$ cat src/rtl/fetch_pkg.sv
// Shared types for the fetch stage of the Simple RISC Machine.
// Optional halt support is enabled with FETCH_HALT_EN.
package fetch_pkg;

  typedef enum logic [2:0] {
    IDLE,
    REQ,
    WAIT,
    CAP,
    HALTED
  } fetch_state_t;

  localparam logic [2:0] HALT_OPCODE = 3'b111;

  function automatic int cnt_w(input int lat);
    return (lat < 2) ? 1 : $clog2(lat);
  endfunction

endpackage

$ cat src/rtl/pc_counter.sv
// Program counter register: load, increment with wrap, async reset.
// Load has priority over increment.
module pc_counter
  import fetch_pkg::*;
#(
  parameter int                ADDR_W   = 9,
  parameter logic [ADDR_W-1:0] RESET_PC = '0
) (
  input  logic              clk,
  input  logic              rst_n,
  input  logic              load,
  input  logic              inc,
  input  logic [ADDR_W-1:0] load_val,
  output logic [ADDR_W-1:0] pc
);

  always_ff @(posedge clk or negedge rst_n) begin
    if (!rst_n) begin
      pc <= RESET_PC;
    end else if (load) begin
      pc <= load_val;
    end else if (inc) begin
      pc <= pc + ADDR_W'(1);
    end
  end

endmodule

$ cat src/rtl/instr_fetch.sv
// Fetch stage: owns the PC, reads instruction memory, pulses IR load.
// Define FETCH_HALT_EN to stop in HALTED on a HALT opcode.
module instr_fetch
  import fetch_pkg::*;
#(
  parameter int                ADDR_W   = 9,
  parameter int                DATA_W   = 16,
  parameter logic [ADDR_W-1:0] RESET_PC = '0,
  parameter int                MEM_LAT  = 1
) (
  input  logic              clk,
  input  logic              rst_n,
  input  logic              start,
  input  logic              pc_load,
  input  logic [ADDR_W-1:0] pc_target,
  output logic              mem_rd,
  output logic [ADDR_W-1:0] mem_addr,
  input  logic [DATA_W-1:0] mem_rdata,
  output logic              ir_load,
  output logic [DATA_W-1:0] ir_out,
  output logic [ADDR_W-1:0] pc,
  output logic              busy
`ifdef FETCH_HALT_EN
  ,
  output logic              halted
`endif
);

  localparam int CW = cnt_w(MEM_LAT);

  fetch_state_t      state;
  fetch_state_t      state_nx;
  logic [CW-1:0]     cnt;
  logic [CW-1:0]     cnt_nx;
  logic              pend_vld;
  logic [ADDR_W-1:0] pend_tgt;
  logic [DATA_W-1:0] ir_q;
  logic              pc_ld;
  logic              pc_inc;
  logic [ADDR_W-1:0] pc_val;
  logic              halt_hit;

`ifdef FETCH_HALT_EN
  assign halt_hit = (mem_rdata[DATA_W-1 -: 3] == HALT_OPCODE);
  assign halted   = (state == HALTED);
`else
  assign halt_hit = 1'b0;
`endif

  always_ff @(posedge clk or negedge rst_n) begin
    if (!rst_n) begin
      state <= IDLE;
      cnt   <= '0;
    end else begin
      state <= state_nx;
      cnt   <= cnt_nx;
    end
  end

  always_comb begin
    state_nx = state;
    cnt_nx   = cnt;
    mem_rd   = 1'b0;
    ir_load  = 1'b0;
    pc_ld    = 1'b0;
    pc_inc   = 1'b0;
    pc_val   = pc_target;
    unique case (state)
      IDLE: begin
        pc_ld = pc_load;
        if (start) state_nx = REQ;
      end
      REQ: begin
        mem_rd   = 1'b1;
        cnt_nx   = CW'(MEM_LAT - 1);
        state_nx = (MEM_LAT == 1) ? CAP : WAIT;
      end
      WAIT: begin
        cnt_nx = cnt - CW'(1);
        if (cnt == CW'(1)) state_nx = CAP;
      end
      CAP: begin
        ir_load  = 1'b1;
        state_nx = IDLE;
        if (halt_hit) begin
          state_nx = HALTED;
        end else if (pc_load || pend_vld) begin
          pc_ld  = 1'b1;
          pc_val = pc_load ? pc_target : pend_tgt;
        end else begin
          pc_inc = 1'b1;
        end
      end
      HALTED: state_nx = HALTED;
      default: state_nx = IDLE;
    endcase
  end

  // Redirects arriving mid-fetch are parked until the word is delivered
  always_ff @(posedge clk or negedge rst_n) begin
    if (!rst_n) begin
      pend_vld <= 1'b0;
      pend_tgt <= '0;
    end else if (state == CAP) begin
      pend_vld <= 1'b0;
    end else if (pc_load && (state == REQ || state == WAIT)) begin
      pend_vld <= 1'b1;
      pend_tgt <= pc_target;
    end
  end

  always_ff @(posedge clk or negedge rst_n) begin
    if (!rst_n) begin
      ir_q <= '0;
    end else if (ir_load) begin
      ir_q <= mem_rdata;
    end
  end

  // Bypass so the IR sees valid data in the same cycle as ir_load
  assign ir_out   = ir_load ? mem_rdata : ir_q;
  assign mem_addr = pc;
  assign busy     = (state != IDLE);

  pc_counter #(
    .ADDR_W  (ADDR_W),
    .RESET_PC(RESET_PC)
  ) u_pc (
    .clk     (clk),
    .rst_n   (rst_n),
    .load    (pc_ld),
    .inc     (pc_inc),
    .load_val(pc_val),
    .pc      (pc)
  );

endmodule

$ cat config.mk
export PLATFORM = sky130hd
export DESIGN_NAME = instr_fetch
export DESIGN_NICKNAME = d
export VERILOG_FILES = /design/src/rtl/fetch_pkg.sv /design/src/rtl/pc_counter.sv /design/src/rtl/instr_fetch.sv
export SDC_FILE = /design/constraint.sdc
export NUM_CORES = 1
export LEC_CHECK = 0
export BUFFER_PORTS_ARGS = -buffer_cell sky130_fd_sc_hd__buf_2
export CORE_MARGIN = 4
export CORE_UTILIZATION = 45
export DETAILED_ROUTE_END_ITERATION = 16
export GPL_TIMING_DRIVEN = 0
export PLACE_DENSITY = 0.73
export SKIP_CTS_REPAIR_TIMING = 1
export SLEW_MARGIN = 10
export SYNTH_ARGS = -nofsm -noshare
export SYNTH_HDL_FRONTEND = slang
export SYNTH_SLANG_ARGS = --single-unit
$ cat constraint.sdc
create_clock -name clk -period 5.88 [get_ports clk]
set_clock_uncertainty 0.2 [all_clocks]
set_input_delay 0.588 -clock clk [delete_from_list [all_inputs] [get_ports clk]]
set_output_delay 0.588 -clock clk [all_outputs]
set_load 0.02 [all_outputs]
==> results of run 1 <==
-- cell families after synthesis --
group	synth area share
muxes	0.0788
adders and majority gates	0.00641
xor gates and xnor gates	0.00449
and+or+nand+nor	0.222
AOI/OAI and AO/OA	0.113
DFF	0.500
buffers and inverters	0.0749
-- path summary, 6_finish.rpt --
path                                           end                  from  slack (ns)
max reg2reg                 u_pc.pc[8]$_DFFE_PN0P_  state[2]$_DFFE_PN0P_        3.78
min                        pend_tgt[5]$_DFFE_PN0P_                 rst_n        0.19
min reg2reg                     ir_q[11]$_DFF_PN0_    ir_q[11]$_DFF_PN0_        0.27
min in group clk                ir_q[11]$_DFF_PN0_    ir_q[11]$_DFF_PN0_        0.27
max                                      ir_out[5]  state[2]$_DFFE_PN0P_        2.98
max in group asynchronous  pend_tgt[4]$_DFFE_PN0P_                 rst_n        4.76
-- registers in the layout (all words and copies together), names as in the netlist --
| register | flops |
|---|---|
| u_pc.pc | 9 |
| cnt | 1 |
| pend_tgt | 9 |
| pend_vld | 1 |
| ir_q | 16 |
| state | 3 |
-- stage by stage --
step           utilization  total power (W)  worst slack (ns)  instance area, sq um  hold slack (ns)
6_report             0.592          0.00153              2.98                  2420            0.194
5_1_grt              0.592          0.00166              2.76                  2420            0.276
4_1_cts              0.592          0.00154              2.94                  2420            0.219
3_5_place_dp         0.572          0.00136              3.25                  2340            0.252
3_3_place_gp         0.572          0.00134              3.27                  2340            0.249
2_1_floorplan            -          0.00111              3.53                  1950           0.0924
-- cell type report --
cell class / instances / area [sq um] / share of cell area
Sequential cell: 39 / 976 / 0.403
Multi-Input combinational cell: 142 / 831 / 0.343
Timing Repair Buffer: 64 / 320 / 0.132
Buffer: 20 / 131 / 0.0543
Clock buffer: 6 / 72.6 / 0.0300
Tap cell: 50 / 62.6 / 0.0258
Inverter: 4 / 15.0 / 0.00620
Clock inverter: 2 / 12.5 / 0.00517
-- cells in the mapped netlist (2+ instances only) --
| cell type | count |
|---|---|
| buf_4 | 9 |
| clkbuf_1 | 2 |
| nor2_1 | 5 |
| nor3b_1 | 2 |
| and2_1 | 3 |
| buf_6 | 2 |
| or3_1 | 2 |
| mux2i_1 | 3 |
| nand3_1 | 5 |
| mux2_2 | 11 |
| dfrtp_1 | 39 |
| a211oi_1 | 4 |
| nand2_1 | 56 |
| a21oi_1 | 6 |
| o21ai_0 | 10 |
| and3_1 | 2 |
| nor3_1 | 5 |
| buf_2 | 6 |
| inv_1 | 3 |
| nor4_1 | 3 |
| a31oi_1 | 3 |
-- routing by layer --
layer / GRT usage / share of wire / up-vias
li1: - / - / 845
met1: 0.227 / 0.42 / 795
met2: 0.279 / 0.47 / 65
met3: 0.0547 / 0.094 / 4
met4: 0.0604 / 0.012 / 0
met5: 0 / 0 / -
-- where the power goes --
part           switching [W]  leakage, nW  internal (W)  total [W]
Clock              0.0000909       0.0412     0.0000828   0.000174
Sequential         0.0000938        0.468      0.000401   0.000495
Combinational       0.000515        0.719      0.000344   0.000858
Total               0.000699         1.23      0.000828    0.00153
==> flow_summary.toml, run 1 <==
[global_routing]
overflow = 0
grt.total_usage = 0.176
grt_pass1_vias = 1647
grt_pass1_wl_um = 7420
antenna_found_initial = 0
grt_max_degree = 40

[die]
placementRows = 23
initial_core_util = 0.478
core_sq_um = 4090
ioPinCount = 66
die_area_sq_um = 5460
die_h_um = 73.9
fp.dieW_um = 73.9

[power_and_ir_drop]
vdd_drop_max_uv = 371
p_per_area_nw_per_um2 = 631
p_leak_nw = 1.23

[yosys]
yosysWarnings = 0
netlist_area_sq_um = 1950
async_flop_share = 1.00
synth_top_flop_cell = "dfrtp_1"
synth_top_area_share = 0.500
yosysUniqueCellTypes = 45
synth_seq_area_share = 0.500
syn_area_per_cell_sq_um = 9.53
syn_nets = 235
synth_edf_count = 0
synth-seq-cells = 39
netlist_instances = 205
synth_area_leader_cell = "dfrtp_1"
synth.area.top_cells = "dfrtp_1, nand2_1, mux2_2"

[cells_and_area]
antenna_cells = 0
mostFrequentLayoutCells = "buf_2, nand2_1, dfrtp_1"
area_delta_synth_final_pct = 24.0
final_nets = 306
stdcell_count = 327
fillers = 376
layout-drive-gt1-share = 0.379
mostFrequentLayoutCell = "buf_2"

[sta]
slew_headroom = 0.443
rsz0062_at_grt = "false"
slew_violations = 0
max_freq_mhz = 344
post-route-period-util = 0.494
finalHoldViolations = 0
layout_min_cycle_time_ns = 2.90
tightest_slew_ns = 0.835
setup_tns_ns = 0
finalSetupViolations = 0

[clocking]
clock_latency_ns = 0.29
clk_pin_slew_ns = 0.08
cts_buffers = 5
clock-sinks = 39
cts.htree.levels = 2
cts_buffer_depth = 2
tritoncts = "done"
cts_root_buf = "clkbuf_8"

[critical_path]
crit_family = "buffers and inverters"
critPathCaptureType = "primary output"
cp-start-kind = "flip-flop"
slowest_stage = "dfrtp_1"
cp_num_buf_inv = 4
required_ns = 5.09
crit_chain = "nand3b_1 > buf_2 > buf_1 > buf_2 > nand2_1 > nand2_1 > buf_2"
reg2regPathDepth = 4
path_depth = 7
critPathArrivalTime_ns = 2.12
cpPeakStageDelay_ns = 0.48
path_max_fanout = 10
path_class = "flip-flop to primary output"
cpMostUsedCell = "buf_2"

[placement]
io_buffers = 64
hpwl_um = 3180
place_congestion = 0.887
place_inst = 319

[drt]
first_iter_violations = 237
drcViolationCount = 0
ant_nets = 0
routed_wl_um = 4280
routedWlPerCell_um = 13.1
vias = 1709
first_pass_iters = 4
viasPerCell = 5.23

[min_path]
hp-class = "input pin to async pin"

[flow_run]
drv_cap = 0

[outcome]
status = "completed"
No activity file was read; power rests on OpenSTA's default activity.
==> run 2: changes to the inputs <==
--- a/config.mk
+++ b/config.mk
@@ -5,12 +5,13 @@
 export SDC_FILE = /design/constraint.sdc
 export NUM_CORES = 1
 export LEC_CHECK = 0
+export ABC_AREA = 1
 export BUFFER_PORTS_ARGS = -buffer_cell sky130_fd_sc_hd__buf_2
 export CORE_MARGIN = 4
 export CORE_UTILIZATION = 45
 export DETAILED_ROUTE_END_ITERATION = 16
 export GPL_TIMING_DRIVEN = 0
-export PLACE_DENSITY = 0.73
+export PLACE_DENSITY = 0.75
 export SKIP_CTS_REPAIR_TIMING = 1
 export SLEW_MARGIN = 10
 export SYNTH_ARGS = -nofsm -noshare
==> constraint.sdc (replaced) <==
create_clock -name clk -period 2.38 [get_ports clk]
set_clock_uncertainty 0.2 [all_clocks]
set_input_delay 0.238 -clock clk [delete_from_list [all_inputs] [get_ports clk]]
set_output_delay 0.238 -clock clk [all_outputs]
set_load 0.02 [all_outputs]
==> run 2 against run 1 <==
Compared with the run above:
- largest power group unchanged
- highest routed layer unchanged
- worst hold slack got worse by 0.23 ns
- critical path depth unchanged
- the run now ends with negative hold slack left
- non-clock buffer count increased by 10
- largest cell class unchanged
- clock power rose to 2.8 times the previous value
- sequential share of layout area down 3.9 points
- combinational power increased to 2.6 times the previous value
- first-iteration DRC count fell by 59%
- worst setup slack worse by 2.7 ns
- register-to-register slack got worse by 3.0 ns
==> flow_summary.toml, run 2 <==
[global_routing]
grt.total_usage = 0.168
grt_pass1_wl_um = 7300
grt_max_degree = 40
antenna_found_initial = 0
grt_pass1_vias = 1721
overflow = 0

[placement]
io_buffers = 65
place_inst = 382
post-place-ws_ns = 0.550
hpwl_um = 3320
place_congestion = 0.728

[die]
die_area_sq_um = 5700
ioPinCount = 66
placementRows = 24
core_sq_um = 4380
die_h_um = 75.5
fp.dieW_um = 75.5
initial_core_util = 0.467

[cells_and_area]
stdcell_count = 404
mostFrequentLayoutCells = "nand2_1, buf_2, dfrtp_1"
antenna_cells = 0
top_register = "ir_q"
largest_reg_flops = 16
reg_top3 = "ir_q (16), pend_tgt (9), u_pc.pc (9)"
final_nets = 381
fillers = 393
mostFrequentLayoutCell = "nand2_1"
layout-drive-gt1-share = 0.295
area_delta_synth_final_pct = 30.8

[clocking]
tritoncts = "done"
cts_buffer_depth = 2
clock_latency_ns = 0.29
clk_pin_slew_ns = 0.08
clock-sinks = 39
cts_buffers = 5
cts.htree.levels = 2
cts_root_buf = "clkbuf_8"

[critical_path]
rr_startpoint = "u_pc.pc[0]$_DFFE_PN0P_"
cp_num_buf_inv = 3
cp-start-kind = "flip-flop"
required_ns = 1.94
reg2regPathDepth = 10
crit_family = "buffers and inverters"
critPathArrivalTime_ns = 1.71
path_max_fanout = 10
path_class = "flip-flop to primary output"
critPathCaptureType = "primary output"
slowest_stage = "dfrtp_1"
cpPeakStageDelay_ns = 0.43
crit_chain = "nand2_1 > nor2_2 > buf_6 > buf_2 > nand2_1 > nand2_1 > buf_2"
r2r_setup_slack_ns = 0.75
rr_endpoint = "u_pc.pc[8]$_DFFE_PN0P_"
cpMostUsedCell = "nand2_1"

[sta]
finalHoldViolations = 3
layout_min_cycle_time_ns = 2.15
post-route-period-util = 0.904
setup_tns_ns = 0
slew_violations = 0
tightest_slew_ns = 0.873
max_freq_mhz = 465
finalSetupViolations = 0
rsz0062_at_grt = "false"
fin_ws_ns = 0.227
whs_ns = -0.0338
slew_headroom = 0.418

[yosys]
netlist_area_sq_um = 2050
syn_area_per_cell_sq_um = 7.73
yosysWarnings = 0
synth_most_common_cell = "nand2_1"
async_flop_share = 1.00
synth-seq-cells = 39
synth_top_area_share = 0.476
synth_top_flop_cell = "dfrtp_1"
synth.area.top_cells = "dfrtp_1, nand2_1, nand3_1"
synth_edf_count = 0
syn_nets = 295
yosysUniqueCellTypes = 22
synth_common_cells = "nand2_1, dfrtp_1, inv_1"
synth_area_leader_cell = "dfrtp_1"
synth_seq_area_share = 0.476
netlist_instances = 265

[drt]
routedWlPerCell_um = 11.6
first_pass_iters = 4
first_iter_violations = 98
drcViolationCount = 0
viasPerCell = 4.73
ant_nets = 0
routed_wl_um = 4680
vias = 1910

[power_and_ir_drop]
switching_share = 0.475
vdd_drop_max_uv = 828
p_int_w = 0.00203
netSwitchingPower_w = 0.00184
p_leak_nw = 1.52
seqPwrFrac = 0.305
pwr-share-clk = 0.127
p_per_area_nw_per_um2 = 1440
comb_power_share = 0.568

[outcome]
violations = "negative hold slack"
status = "finished, violations left"

[min_path]
hp-class = "input pin to flip-flop"
min_path_cells = 3
hold_end = "ir_q[15]$_DFF_PN0_"
hp-start = "mem_rdata[15]"

[flow_run]
drv_cap = 0
## run 2: changes by cell type after synthesis, moves of 4 or more
cell | before | now
nand2_1 | 56 | 113
inv_1 | 3 | 23
nand3_1 | 5 | 18
mux2_2 | 11 | 0
o21ai_2 | 0 | 10
nor2_1 | 5 | 13
nand3b_1 | 1 | 8
buf_2 | 6 | 1
nor3_1 | 5 | 1
## run 2: cells by family (layout without fill, tap and decap cells)
family                   count (synthesis)  in the layout  synth area share
AO/OA/AOI/OAI                           23             23            0.0757
flip-flops                              39             39             0.476
adder cells (fa/ha/maj)                  1              1           0.00610
AND/OR/NAND/NOR                        160            160             0.333
buffers and inverters                   41            128             0.105
XOR/XNOR                                 1              1           0.00427
## run 2: how the worst max path moves through the flow
stage	cells past startpoint	end	start
6_report	7	ir_out[9]	state[1]$_DFFE_PN0P_
3_3_place_gp	7	ir_out[10]	state[1]$_DFFE_PN0P_
2_1_floorplan	6	ir_out[10]	state[1]$_DFFE_PN0P_
4_1_cts	7	ir_out[13]	state[1]$_DFFE_PN0P_
5_1_grt	7	ir_out[14]	state[1]$_DFFE_PN0P_
3_5_place_dp	7	ir_out[5]	state[1]$_DFFE_PN0P_
## run 2: power by group through the flow
stage / Sequential [W] / Clock (W) / Combinational, W
floorplan: 0.00124 / 0 / 0.00152
global placement: 0.00118 / 0 / 0.00215
detailed placement: 0.00119 / 0 / 0.00219
CTS: 0.00118 / 0.000503 / 0.00220
global route: 0.00122 / 0.000537 / 0.00244
finish: 0.00118 / 0.000492 / 0.00220
## run 2: layout make-up
cell class              count  area [sq um]  share of cell area
well taps                  52          65.1              0.0243
plain buffers              15           118              0.0439
multi-input cells         185           858               0.320
repair buffers             79           465               0.174
clock buffers               8           100              0.0373
inverters                  26          97.6              0.0364
flip-flops and latches     39           976               0.364
## run 2: layer usage
metal	wire, um	global-route usage	vias up
met2	2370	0.283	51
met3	315	0.0435	7
met1	1920	0.207	852
met4	74	0.0602	0
li1	-	-	1000
met5	0	0	-
## run 2: worst reg2reg max path, stage by stage (launching register included)
cell     delay, ns
dfrtp_1       0.44
ha_1          0.20
nand2_1       0.10
nor2_1        0.22
nand2_1       0.08
nand2_1       0.06
nand2_1       0.04
nand2_1       0.05
nand2_1       0.04
nand2_1       0.05
nand2_1       0.05
## run 2: stage by stage
step                      cell area, sq um  power, W   util  hold slack, ns
after global placement                2440   0.00333  0.557           0.199
after CTS                             2540   0.00388  0.579          -0.113
final                                 2680   0.00387  0.611         -0.0338
after global routing                  2680   0.00420  0.611        -0.00122
after detailed placement              2440   0.00338  0.557           0.204
after floorplan                       2050   0.00275      -          -0.258
==> run 3: changes to the inputs <==
--- a/config.mk
+++ b/config.mk
@@ -8,10 +8,10 @@
 export ABC_AREA = 1
 export BUFFER_PORTS_ARGS = -buffer_cell sky130_fd_sc_hd__buf_2
 export CORE_MARGIN = 4
-export CORE_UTILIZATION = 45
+export CORE_UTILIZATION = 46
 export DETAILED_ROUTE_END_ITERATION = 16
 export GPL_TIMING_DRIVEN = 0
-export PLACE_DENSITY = 0.75
+export PLACE_DENSITY = 0.76
 export SKIP_CTS_REPAIR_TIMING = 1
 export SLEW_MARGIN = 10
 export SYNTH_ARGS = -nofsm -noshare
==> run 3 against run 2 <==
Compared with the run above:
- the run still ends with negative hold slack left
- clock-buffer cell count fell by 3
- die area fell by 1.9%
- fmax fell by 1.0%
- non-clock buffer count rose by 2
- via count rose by 0.21%
- first-iteration DRC count rose by 2.0%
- total power rose by 4.5%
- final cell count rose by 0.50%
- worst hold slack improved by 0.018 ns
- critical path depth did not move
- clock power rose by 32%
- critical endpoint is now ir_out[14]
- largest cell class unchanged
- highest routed layer unchanged
==> flow_summary.toml, run 3 (same netlist as run 2, synthesis figures left out) <==
[global_routing]
grt_pass1_wl_um = 7400
grt.total_usage = 0.174
grt_max_degree = 40
antenna_found_initial = 0
overflow = 0
grt_pass1_vias = 1736

[placement]
io_buffers = 65
placed_area_sq_um = 2440
place_congestion = 0.769
hpwl_um = 3280

[critical_path]
r2r_setup_slack_ns = 0.74
critPathCaptureType = "primary output"
slowest_stage = "dfrtp_1"
rr_endpoint = "u_pc.pc[4]$_DFFE_PN0P_"
path_max_fanout = 10
cp_num_buf_inv = 3
crit_chain = "nand2_1 > nor2_2 > inv_2 > clkbuf_1 > nand2_1 > nand2_1 > buf_2"
rr_startpoint = "u_pc.pc[0]$_DFFE_PN0P_"
reg2regPathDepth = 8
path_class = "flip-flop to primary output"
cp-start-kind = "flip-flop"
critPathArrivalTime_ns = 1.74
crit_family = "buffers and inverters"
required_ns = 1.94
cpPeakStageDelay_ns = 0.44
cpMostUsedCell = "nand2_1"

[sta]
layout_min_cycle_time_ns = 2.17
rsz0062_at_grt = "false"
finalHoldViolations = 1
slew_headroom = 0.454
slew_violations = 0
max_freq_mhz = 460
setup_tns_ns = 0
tightest_slew_ns = 0.818
post-route-period-util = 0.914
whs_ns = -0.0161
finalSetupViolations = 0

[drt]
viasPerCell = 4.71
wl_met2_um = 2270
drcViolationCount = 0
vias = 1914
top_layer = "met4"
first_pass_iters = 4
met1_length_um = 1970
wl_met3_um = 278
ant_nets = 0
first_iter_violations = 100
routed_wl_um = 4610
routedWlPerCell_um = 11.3

[clocking]
cts_root_buf = "clkbuf_8"
cts_buffers = 5
cts_buffer_depth = 2
clock_latency_ns = 0.29
cts.htree.levels = 2
clk_pin_slew_ns = 0.07
tritoncts = "done"
clock-sinks = 39

[outcome]
status = "finished, violations left"
violations = "negative hold slack"

[flow_run]
drv_cap = 0

[cells_and_area]
mostFrequentLayoutCells = "nand2_1, buf_2, dfrtp_1"
layout-drive-gt1-share = 0.297
reg_top3 = "ir_q (16), pend_tgt (9), u_pc.pc (9)"
top_register = "ir_q"
final_nets = 383
fin_area_sq_um = 2740
area_delta_synth_final_pct = 33.5
antenna_cells = 0
largest_reg_flops = 16
mostFrequentLayoutCell = "nand2_1"

[die]
die_h_um = 74.8
die_area_sq_um = 5590
placementRows = 24
initial_core_util = 0.474
fp.dieW_um = 74.8
ioPinCount = 66
core_sq_um = 4320

[power_and_ir_drop]
vdd_drop_max_uv = 824
p_per_area_nw_per_um2 = 1480
p_leak_nw = 1.54

[min_path]
hp-class = "input pin to flip-flop"
hold_end = "ir_q[3]$_DFF_PN0_"
min_path_cells = 3
hp-start = "mem_rdata[3]"
==> run 3: metrics by stage <==
stage | worst slack [ns] | hold WS [ns] | std cells | total power, W | utilization
2_1_floorplan | 0.693 | -0.258 | 265 | 0.00275 | -
3_3_place_gp | 0.565 | 0.196 | 382 | 0.00334 | 0.564
3_5_place_dp | 0.518 | 0.189 | 382 | 0.00339 | 0.564
4_1_cts | 0.196 | -0.136 | 390 | 0.00406 | 0.596
5_1_grt | 0.0462 | 0.00811 | 406 | 0.00438 | 0.633
6_report | 0.206 | -0.0161 | 406 | 0.00404 | 0.633
==> run 3: metal layers <==
layer / up-vias / track usage
met2: 54 / 0.297
met4: 0 / 0.0613
met5: - / 0
li1: 995 / -
met3: 8 / 0.0547
met1: 857 / 0.207
==> run 3: final cells by class <==
class / instances / area [sq um]
Fill cell: 376 / 1590
Sequential cell: 39 / 976
Multi-Input combinational cell: 185 / 858
Timing Repair Buffer: 81 / 485
Buffer: 15 / 118
Inverter: 26 / 97.6
Clock buffer: 5 / 68.8
Clock inverter: 3 / 67.6
Tap cell: 52 / 65.1
==> run 3: worst max path at each step <==
stage | start | endpoint | slack, ns | cells past startpoint
after CTS | state[1]$_DFFE_PN0P_ | ir_out[13] | 0.20 | 7
after global routing | state[1]$_DFFE_PN0P_ | ir_out[7] | 0.05 | 7
after floorplan | state[1]$_DFFE_PN0P_ | ir_out[10] | 0.69 | 6
after global placement | state[1]$_DFFE_PN0P_ | ir_out[12] | 0.57 | 7
after detailed placement | state[1]$_DFFE_PN0P_ | ir_out[13] | 0.52 | 7
final | state[1]$_DFFE_PN0P_ | ir_out[14] | 0.21 | 7
==> run 3: where the power goes <==
part | switching (W) | internal, W | total [W] | leakage, nW
combinational | 0.00141 | 0.000791 | 0.00220 | 0.996
clock | 0.000231 | 0.000418 | 0.000649 | 0.0644
sequential | 0.000211 | 0.000979 | 0.00119 | 0.478
total | 0.00185 | 0.00219 | 0.00404 | 1.54
==> run 3: tightest hold or removal path: stages <==
cell and delay, ns:
buf_2 0.08, nand2_1 0.04, nand2_1 0.08
